`config.mk`:
```
export PLATFORM = sky130hd
export DESIGN_NAME = ov7670_config_seq
export DESIGN_NICKNAME = d
export VERILOG_FILES = /design/src/rtl/ov7670_config_seq.sv
export SDC_FILE = /design/constraint.sdc
export NUM_CORES = 1
export LEC_CHECK = 0
export BUFFER_PORTS_ARGS = -buffer_cell sky130_fd_sc_hd__buf_2
export CORE_MARGIN = 2
export CORE_UTILIZATION = 50
export DETAILED_ROUTE_END_ITERATION = 6
export PLACE_DENSITY = 0.72
export SLEW_MARGIN = 20
export SYNTH_ARGS = -nofsm -noshare
export SYNTH_HDL_FRONTEND = slang
export SYNTH_SLANG_ARGS = --single-unit
```
`constraint.sdc`:
```
create_clock -name clk -period 1.8 [get_ports clk]
set_input_delay 0.18 -clock clk [delete_from_list [all_inputs] [get_ports clk]]
set_output_delay 0.18 -clock clk [all_outputs]
set_load 0.1 [all_outputs]
```
`src/rtl/ov7670_config_seq.sv`:
```
// rtl/ov7670_config_seq.sv - walks the OV7670 config ROM and issues SCCB register writes
module ov7670_config_seq #(
    parameter int DELAY_CYCLES = 250_000,
    parameter int ADDR_W       = 8
) (
    input  logic              clk,
    input  logic              rst_n,
    input  logic              start,
    output logic [ADDR_W-1:0] rom_addr,
    input  logic [15:0]       rom_dout,
    output logic              sccb_valid,
    input  logic              sccb_ready,
    output logic [7:0]        sccb_reg,
    output logic [7:0]        sccb_data,
    input  logic              sccb_done,
    output logic              busy,
    output logic              done
);

    localparam int                 CNT_W     = (DELAY_CYCLES > 1) ? $clog2(DELAY_CYCLES) : 1;
    localparam logic [CNT_W-1:0]   CNT_LAST  = CNT_W'(DELAY_CYCLES - 1);
    localparam logic [ADDR_W-1:0]  LAST_ADDR = '1;

    typedef enum logic [2:0] {
        IDLE, FETCH, DECODE, SEND, WAIT, DELAY, NEXT, DONE
    } state_t;

    state_t           state;
    logic [CNT_W-1:0] cnt;

    always_ff @(posedge clk) begin
        if (!rst_n) begin
            state      <= IDLE;
            rom_addr   <= '0;
            sccb_valid <= 1'b0;
            sccb_reg   <= '0;
            sccb_data  <= '0;
            busy       <= 1'b0;
            done       <= 1'b0;
            cnt        <= '0;
        end else begin
            case (state)
                IDLE: begin
                    if (start) begin
                        state    <= FETCH;
                        rom_addr <= '0;
                        busy     <= 1'b1;
                    end
                end
                FETCH: state <= DECODE;
                DECODE: begin
                    if (rom_dout == 16'hFFFF) begin
                        state <= DONE;
                        busy  <= 1'b0;
                        done  <= 1'b1;
                    end else if (rom_dout == 16'hFFF0) begin
                        state <= DELAY;
                        cnt   <= '0;
                    end else begin
                        state      <= SEND;
                        sccb_reg   <= rom_dout[15:8];
                        sccb_data  <= rom_dout[7:0];
                        sccb_valid <= 1'b1;
                    end
                end
                SEND: begin
                    // Request is held until the master takes it; no timeout by design.
                    if (sccb_ready) begin
                        sccb_valid <= 1'b0;
                        state      <= WAIT;
                    end
                end
                WAIT: begin
                    if (sccb_done) state <= NEXT;
                end
                DELAY: begin
                    if (cnt == CNT_LAST) state <= NEXT;
                    else                 cnt   <= cnt + 1'b1;
                end
                NEXT: begin
                    // A ROM without a terminator stops at the last address rather than wrapping.
                    if (rom_addr == LAST_ADDR) begin
                        state <= DONE;
                        busy  <= 1'b0;
                        done  <= 1'b1;
                    end else begin
                        rom_addr <= rom_addr + 1'b1;
                        state    <= FETCH;
                    end
                end
                DONE: begin
                    if (start) begin
                        state    <= FETCH;
                        rom_addr <= '0;
                        done     <= 1'b0;
                        busy     <= 1'b1;
                    end
                end
                default: state <= IDLE;
            endcase
        end
    end

endmodule

```
==> metrics.txt, run 1 <==
status=complete, no violations; share of layout cells above drive strength 1=32.9%; drt first-iter violations=~160; Core ar.=roughly 4700 um^2; relative slew slack=66.7%; Max clock buf depth=2; I/O pin count=between 40 and 50; Leak=~1.1 nW; Netlist Area Pre-Place=roughly 2500 um^2; Crit path largest cell delay=between 0.3 and 0.4 ns; initial core utilization=52.1%; Netlist cell types=58; critical path buffer and inverter count=1; vias per cell=5.86; synthesized flop and latch total=48; worst-path fanout max=7; sequential area share after synthesis=around two fifths; Avg Synthesized Cell Area=a little under 9 um^2; Final min period=between 1.5 and 2 ns; PD cells=about 1100 nW/um^2; DPL Wire Length=~4300 um; TritonCTS clock tree=done; syn_nets=approximately 310; non-filler cells, final=around 410; Placed Cells=between 400 and 500; Hold Startpoint=rom_dout[10]; die area=5500 um^2; worst skew pair latency=between 0.3 and 0.4 ns; total gr overflow=0; CTS Root Buffer Type=clkbuf_8; initial antenna violation count=0; achievable clock frequency=between 0.5 and 0.6 GHz; NumNets Final=between 300 and 400; ant diodes=0; CP Depth=6; placed cell area=roughly 2900 um^2; Layout area overhead=24.4%; clock skew=0.00835 ns; worst path cell trace=nor4b_2, nand4_2, o21ai_4, buf_6, a21oi_1, a311oi_1; Slew @ Worst Pin=just over 0.5 ns; clock-pin slew of the registers on the worst-case setup and hold paths=about 0.09 ns; die width=around 74 um; CP Class=register to register; Critical path origin=cnt[4]$_SDFFE_PN0P_; CTS Buf Count=5; Synth area leader=dfxtp_1; WL final=~5900 um; first-pass GRT wire length=between 9000 and 10,000 um; Critical Path Sink=state[1]$_SDFFE_PN0P_; yosys warns=0; top_reg_cell synth=dfxtp_1; Post-route DRC=0; Worst R2R Start=cnt[4]$_SDFFE_PN0P_; Critical Path RT=approximately 2.0 ns; CP arrival=roughly 1.9 ns; DR pass1 iterations=4; FF-to-FF setup slack=approximately 0.12 ns; worst flop-to-flop path endpoint=state[1]$_SDFFE_PN0P_; IO Port Bufs=47; Final Hold Viols=0; Synth Instances=282; path category of the worst min-delay check=input pin to register; H-tree depth=2; FFs w/ async S/R, synth=0%; Design Area, Final=~3000 um^2; DRT antenna net count=0; CTS Sinks=48; routed vias=2,424; Final period util=slightly above 90%; Final setup viols=0; Reg2Reg Depth=6; Routed WL per cell=about 14 um; max reg flops=18; FILL cells=412; row count=25; CP max-delay cell=dfxtp_1; largest register by flop count=cnt; RD Place Congestion=approximately 0.9; critical path endpoint category=register; Max-cap violations=0; commonest cells after routing, fill and taps aside=47 x buf_2, 35 x dfxtp_1, 29 x nor2_1, 22 x nand2_1, 21 x buf_4; Tot Pwr=about 3.5 mW; Slew Viols, Final=0; pin count of the biggest net entering global routing=23; commonest non-fill, non-tap cell in the layout=buf_2; Peak VDD IR=0.000810 V; die span in y=between 70 and 80 um; ranking of synthesized cells by area=dfxtp_1 39%, mux2i_1 6.1%, nor2_1 4.6%; Worst path top cell family by delay=compound AO/OA/AOI/OAI gates; total global-route track usage=a little under a quarter; Yosys top cell area share=39.1%; Post-synth EDFFs=0; number of global-route vias before repair=about 2,200; RSZ-0062 raised after global routing=true; Startpoint Class=register
routing by layer:
metal | track usage [%] | wire [um]
met4 | 8.08 | 58
met1 | 30.9 | 2710
met2 | 35.1 | 2690
met3 | 5.56 | 396
met5 | 0 | 0
area by class of cell:
type / instances / area [um^2] / share of cell area (%)
sequential: 48 / 992 / 32.4
tap: 67 / 83.8 / 2.74
clock buffer: 6 / 72.6 / 2.37
inverter: 4 / 15.0 / 0.491
clock inverter: 2 / 35.0 / 1.15
timing repair buffer: 70 / 424 / 13.9
multi-input combinational: 217 / 1440 / 47.0
report_power, final:
| group | internal, mW | switching (mW) | total (mW) |
|---|---|---|---|
| Combinational | 0.404 | 1.03 | 1.43 |
| Sequential | 1.17 | 0.0828 | 1.25 |
| Clock | 0.413 | 0.368 | 0.780 |
| Total | 1.98 | 1.48 | 3.46 |
cells in the mapped netlist, types with 2 or more instances:
| cell | instances |
|---|---|
| nor3_1 | 6 |
| nand3_1 | 19 |
| inv_1 | 4 |
| o21a_1 | 5 |
| a31oi_1 | 9 |
| o21ai_1 | 2 |
| nor2b_1 | 2 |
| clkbuf_1 | 7 |
| nand4_1 | 12 |
| o211ai_1 | 3 |
| or3_1 | 2 |
| a311oi_2 | 3 |
| o221a_1 | 2 |
| nor4_1 | 2 |
| nand2_1 | 22 |
| o41ai_1 | 2 |
| nor3_2 | 2 |
| and3_1 | 2 |
| a21oi_1 | 19 |
| mux2i_1 | 15 |
| dfxtp_1 | 48 |
| or2_1 | 2 |
| buf_6 | 2 |
| o31ai_1 | 2 |
| o22ai_1 | 3 |
| nor4_2 | 2 |
| a311oi_1 | 2 |
| nand2b_1 | 3 |
| o21ai_0 | 15 |
| or4_1 | 3 |
| ha_1 | 2 |
| buf_2 | 3 |
| nor2_1 | 30 |
tightest hold or removal path, delay by kind of cell:
family | cells | cell delay [ns]
buffers and inverters | 1 | 0.08
and+or+nand+nor | 1 | 0.07
muxes | 1 | 0.06
stage by stage:
step | util [%] | hold slack [ns] | TNS (ns) | worst slack, ns
floorplan | - | 0.327 | 0 | 0.000939
global placement | 62.0 | 0.429 | 0 | 0.144
detailed placement | 62.0 | 0.442 | 0 | 0.102
CTS | 64.2 | 0.122 | 0 | 0.0966
global route | 64.8 | 0.136 | -0.00231 | -0.00231
finish | 64.8 | 0.123 | 0 | 0.123
cells by family (layout without fill, tap and decap cells):
group | count (synthesis) | in the layout | share of synthesized area [%]
AO/OA/AOI/OAI | 79 | 79 | 23.3
adder cells (fa/ha/maj) | 2 | 2 | 1.02
buffers and inverters | 17 | 82 | 3.51
flip-flops | 48 | 48 | 39.1
multiplexers | 16 | 16 | 6.56
AND/OR/NAND/NOR | 120 | 120 | 26.6
worst min path at each step:
stage,cells past startpoint,slack [ns],end
6_report,3,0.12,sccb_reg[2]$_SDFFE_PN0P_
5_1_grt,3,0.14,sccb_reg[5]$_SDFFE_PN0P_
4_1_cts,3,0.12,sccb_data[4]$_SDFFE_PN0P_
3_5_place_dp,3,0.44,sccb_data[4]$_SDFFE_PN0P_
3_3_place_gp,3,0.43,sccb_reg[1]$_SDFFE_PN0P_
2_1_floorplan,2,0.33,sccb_data[0]$_SDFFE_PN0P_
what timing repair did:
action / 4_1_cts / 5_1_grt
gates resized for setup: 0 / 8
hold buffers: 0 / 0
setup endpoints to repair: 0 / 16
buffers inserted: 0 / 1
endpoints found under the hold margin: 0 / 0
(Power assumes the default switching activity.)
==> run 2, diff against run 1 <==
--- a/config.mk
+++ b/config.mk
@@ -8,8 +8,10 @@
 export BUFFER_PORTS_ARGS = -buffer_cell sky130_fd_sc_hd__buf_2
 export CORE_MARGIN = 2
 export CORE_UTILIZATION = 50
+export CTS_BUF_LIST = sky130_fd_sc_hd__clkbuf_4
 export DETAILED_ROUTE_END_ITERATION = 6
-export PLACE_DENSITY = 0.72
+export PLACE_DENSITY = 0.81
+export RECOVER_POWER = 50
 export SLEW_MARGIN = 20
 export SYNTH_ARGS = -nofsm -noshare
 export SYNTH_HDL_FRONTEND = slang
==> metrics.txt, run 2 (synthesized netlist as in run 1, its figures left out) <==
commonest cells after routing, fill and taps aside=40 x dfxtp_1, 29 x nor2_1, 27 x clkbuf_2, 22 x nand2_1, 20 x buf_2; CTS Root Buffer Type=clkbuf_4; CP Class=register to register; Core ar.=~4700 um^2; CTS Buf Count=5; final worst-path setup slack=0.0743 ns; DPL Wire Length=roughly 4200 um; DRT antenna net count=0; NumNets Final=roughly 360; Final Hold Viols=0; Setup Total Neg Slack=0 ns; TritonCTS clock tree=done; relative slew slack=63.4%; row count=25; critical path endpoint category=register; worst skew pair latency=between 0.3 and 0.4 ns; CP max-delay cell=o311a_4; IO Port Bufs=47; Worst path top cell family by delay=compound AO/OA/AOI/OAI gates; critical path buffer and inverter count=0; Slew @ Worst Pin=roughly 0.55 ns; Final min period=between 1.5 and 2 ns; routed vias=2,403; worst path cell trace=ha_4, nand3_2, o311a_4, a21oi_4, o211ai_1, o41ai_1; Internal=approximately 1.9 mW; Comb pwr share=about 44%; Reg power frac=a little under two fifths; Crit path largest cell delay=~0.48 ns; CP arrival=approximately 2.0 ns; total gr overflow=0; path category of the worst min-delay check=input pin to register; Peak VDD IR=between 0.0008 and 0.0009 V; CTS Sinks=48; Tot Pwr=approximately 3.3 mW; pin count of the biggest net entering global routing=19; first-pass GRT wire length=slightly above 9000 um; number of global-route vias before repair=2,078; commonest non-fill, non-tap cell in the layout=dfxtp_1; status=complete, no violations; clock skew=between 0.015 and 0.02 ns; I/O pin count=48; Max-cap violations=0; H-tree depth=2; ant diodes=0; initial antenna violation count=0; initial core utilization=52.1%; die width=between 70 and 80 um; P_sw=around 1.5 mW; PD cells=1110 nW/um^2; max reg flops=18; pre-CTS WS=between 0.002 and 0.003 ns; drt first-iter violations=193; Final Util=around 64%; hold_buf cts=0; RD Place Congestion=about 0.9; die span in y=between 70 and 80 um; achievable clock frequency=roughly 0.58 GHz; Post-route DRC=0; Leak=roughly 1.1 nW; Max clock buf depth=2; worst-path fanout max=7; Startpoint Class=register; Critical Path RT=approximately 2.1 ns; WL final=5790 um; vias per cell=5.88; largest register by flop count=cnt; Layout area overhead=22.1%; clock-pin slew of the registers on the worst-case setup and hold paths=approximately 0.15 ns; die area=approximately 5500 um^2; Routed WL per cell=between 10 and 15 um; hold slack=0.0452 ns; part of the power in the clock network=between 10% and 20%; Final setup viols=0; share of layout cells above drive strength 1=just over 30%; Switching Fraction=44.6%; total global-route track usage=between 20% and 30%; DR pass1 iterations=4; Slew Viols, Final=0; Final period util=between 90 and 100%
==> run 2: area by class of cell <==
type / count / area [um^2]
clock buffers: 5 / 37.5
well taps: 67 / 83.8
multi-input cells: 217 / 1470
clock inverters: 3 / 42.5
fillers: 392 / 1720
inverters: 4 / 15.0
repair buffers: 65 / 370
flip-flops and latches: 48 / 986
==> run 2: layer usage <==
metal	up-vias	track usage (%)	part of all wire [%]
met5	-	0	0
met4	0	9.90	1.1
met3	7	5.28	6.4
met2	85	33.2	46
met1	1120	28.1	46
li1	1191	-	-
==> run 2: path summary, 6_finish.rpt <==
path	start	depth (start not counted)	slack [ns]	to
worst max-delay path	rom_addr[0]$_SDFFE_PN0P_	6	0.07	rom_addr[4]$_SDFFE_PN0P_
worst min-delay path	rom_dout[12]	3	0.05	sccb_reg[4]$_SDFFE_PN0P_
worst max register to register	rom_addr[0]$_SDFFE_PN0P_	6	0.07	rom_addr[4]$_SDFFE_PN0P_
worst min register to register	rom_addr[5]$_SDFFE_PN0P_	1	0.46	rom_addr[5]$_SDFFE_PN0P_
==> run 2: power by group through the flow <==
stage,Clock [mW],Combinational [mW],Sequential (mW)
6_report,0.645,1.45,1.24
5_1_grt,0.696,1.53,1.26
4_1_cts,0.662,1.41,1.24
3_5_place_dp,0,1.41,1.26
3_3_place_gp,0,1.40,1.25
2_1_floorplan,0,0.547,1.87
==> run 2: repair_timing <==
item	4_1_cts	5_1_grt
pin swaps	1	2
setup endpoints to repair	3	19
setup buffers	0	3
resized for setup	0	6
==> run 2: stage by stage <==
| stage | instances | area, um^2 |
|---|---|---|
| finish | 409 | 3000 |
| floorplan | 282 | 2500 |
| CTS | 406 | 2940 |
| detailed placement | 398 | 2860 |
| global placement | 398 | 2860 |
| global route | 409 | 3000 |
==> run 2: worst reg2reg max path, cell delays in order (launching register included) <==
cell and delay (ns):
dfxtp_4 0.40, ha_4 0.15, nand3_2 0.20, o311a_4 0.48, a21oi_4 0.19, o211ai_1 0.13, o41ai_1 0.07
==> run 3, diff against run 2 <==
--- a/config.mk
+++ b/config.mk
@@ -12,6 +12,7 @@
 export DETAILED_ROUTE_END_ITERATION = 6
 export PLACE_DENSITY = 0.81
 export RECOVER_POWER = 50
+export SKIP_LAST_GASP = 1
 export SLEW_MARGIN = 20
 export SYNTH_ARGS = -nofsm -noshare
 export SYNTH_HDL_FRONTEND = slang
==> constraint.sdc (replaced) <==
create_clock -name clk -period 1.8 [get_ports clk]
set_input_delay 0.09 -clock clk [delete_from_list [all_inputs] [get_ports clk]]
set_output_delay 0.09 -clock clk [all_outputs]
set_load 0.1 [all_outputs]
==> metrics.txt, run 3 (synthesized netlist as in run 1, its figures left out) <==
Reg2Reg Depth=5; Core ar.=~4700 um^2; Final setup viols=0; Peak VDD IR=just under 0.001 V; initial core utilization=around 52%; Final period util=just under 100%; Leak=roughly 1.1 nW; achievable clock frequency=about 0.56 GHz; met2 Use GR=37.6%; CP Class=register to register; die area=5500 um^2; routed vias=between 2,000 and 2,500; TritonCTS clock tree=done; vias per cell=just under 6; DR pass1 iterations=4; Final Hold Viols=0; pin count of the biggest net entering global routing=32; CP arrival=around 2.1 ns; commonest cells after routing, fill and taps aside=37 x dfxtp_1, 30 x nor2_1, 27 x clkbuf_2, 22 x nand2_1, 20 x buf_2; Switching Fraction=a little over two fifths; PD cells=1110 nW/um^2; clock-pin slew of the registers on the worst-case setup and hold paths=between 0.15 and 0.2 ns; placed cell area=~2900 um^2; worst-path fanout max=10; RD Place Congestion=between 0.8 and 0.9; Final min period=1.79 ns; Worst R2R Start=state[2]$_SDFFE_PN0P_; Post-route DRC=0; GR met3 Demand/Resource=approximately 5.6%; Layout area overhead=28.1%; Slew Viols, Final=0; Routed WL per cell=14.6 um; relative slew slack=between 60% and 70%; IO Port Bufs=between 40 and 50; DRT antenna net count=0; Max clock buf depth=2; drt first-iter violations=between 150 and 200; clock skew=0.0158 ns; part of the power in the clock network=a little under a quarter; Hold Startpoint=rom_dout[3]; Setup Total Neg Slack=0 ns; die width=~74 um; Comb pwr share=about two fifths; I/O pin count=48; Hold Path End=sccb_data[3]$_SDFFE_PN0P_; Critical Path RT=2.12 ns; max reg flops=18; ant diodes=0; row count=25; met1 usage=about 30%; DPL Wire Length=4110 um; non-filler cells, final=423; busiest metal layer after global routing=met2; share of layout cells above drive strength 1=30.3%; CTS Sinks=48; Slew @ Worst Pin=between 0.5 and 0.6 ns; commonest non-fill, non-tap cell in the layout=dfxtp_1; path category of the worst min-delay check=input pin to register; total global-route track usage=a little under a quarter; Startpoint Class=register; status=complete, no violations; CTS Root Buffer Type=clkbuf_4; CTS Buf Count=5; Tot Pwr=between 3 and 4 mW; WL final=a little over 6000 um; first-pass GRT wire length=10,100 um; die span in y=roughly 74 um; P_sw=1.51 mW; Reg power frac=a little over a third; Max-cap violations=0; Final Util=roughly 67%; total gr overflow=0; initial antenna violation count=0; worst flop-to-flop path endpoint=cnt[17]$_SDFFE_PN0P_; Internal=between 2 and 2.5 mW; NumNets Final=~380; H-tree depth=2; critical path endpoint category=register; Design Area, Final=about 3200 um^2; FF-to-FF setup slack=between 0.01 and 0.015 ns; number of global-route vias before repair=2,268; worst skew pair latency=between 0.3 and 0.4 ns; largest register by flop count=cnt; Placed Cells=between 300 and 400; RSZ-0062 raised after global routing=true; hold path depth=3
## run 3: what timing repair did
| action | in CTS | in global routing |
|---|---|---|
| setup endpoints to repair | 0 | 15 |
| resized for setup | 0 | 6 |
| buffers inserted | 0 | 3 |
| hold buffers | 14 | 0 |
| endpoints found under the hold margin | 14 | 0 |
## run 3: area by class of cell
| type | instances | area [um^2] |
|---|---|---|
| clock buffer | 5 | 37.5 |
| tap | 67 | 83.8 |
| inverter | 4 | 15.0 |
| clock inverter | 3 | 68.8 |
| timing repair buffer | 78 | 503 |
| fill | 372 | 1570 |
| multi-input combinational | 218 | 1450 |
| sequential | 48 | 990 |
## run 3: how the worst max path moves through the flow
stage	start	to	cells after the start	slack, ns
after floorplan	rom_addr[0]$_SDFFE_PN0P_	rom_addr[3]$_SDFFE_PN0P_	5	0.0009
after global placement	rom_addr[0]$_SDFFE_PN0P_	rom_addr[4]$_SDFFE_PN0P_	6	0.12
after detailed placement	cnt[0]$_SDFFE_PN0P_	cnt[12]$_SDFFE_PN0P_	5	0.09
after CTS	state[1]$_SDFFE_PN0P_	cnt[6]$_SDFFE_PN0P_	5	0.04
after global routing	state[2]$_SDFFE_PN0P_	cnt[17]$_SDFFE_PN0P_	5	-0.07
final	state[2]$_SDFFE_PN0P_	cnt[17]$_SDFFE_PN0P_	5	0.01
## run 3: worst max-delay path, stage by stage (launching register included)
cell     delay [ns]
dfxtp_1        0.55
and3b_1        0.34
o21ai_4        0.14
buf_4          0.16
or4_1          0.45
nand3_1        0.09
## run 3: power by group through the flow
stage / combinational (mW) / clock, mW / sequential (mW)
after floorplan: 0.547 / 0 / 1.87
after global placement: 1.40 / 0 / 1.25
after detailed placement: 1.41 / 0 / 1.26
after CTS: 1.44 / 0.825 / 1.23
after global routing: 1.54 / 0.860 / 1.26
final: 1.46 / 0.812 / 1.24
## run 3: per-layer routing
layer | vias up | part of all wire [%]
li1 | 1220 | -
met1 | 1138 | 46
met2 | 73 | 48
met3 | 8 | 5.5
met4 | 0 | 1.2
met5 | - | 0
## run 3: through the flow
step                      hold slack (ns)  setup WS, ns
after global placement              0.338         0.120
after floorplan                     0.237      0.000939
after detailed placement            0.353        0.0854
final                              0.0243        0.0107
after CTS                          0.0136        0.0411
after global routing               0.0328       -0.0713
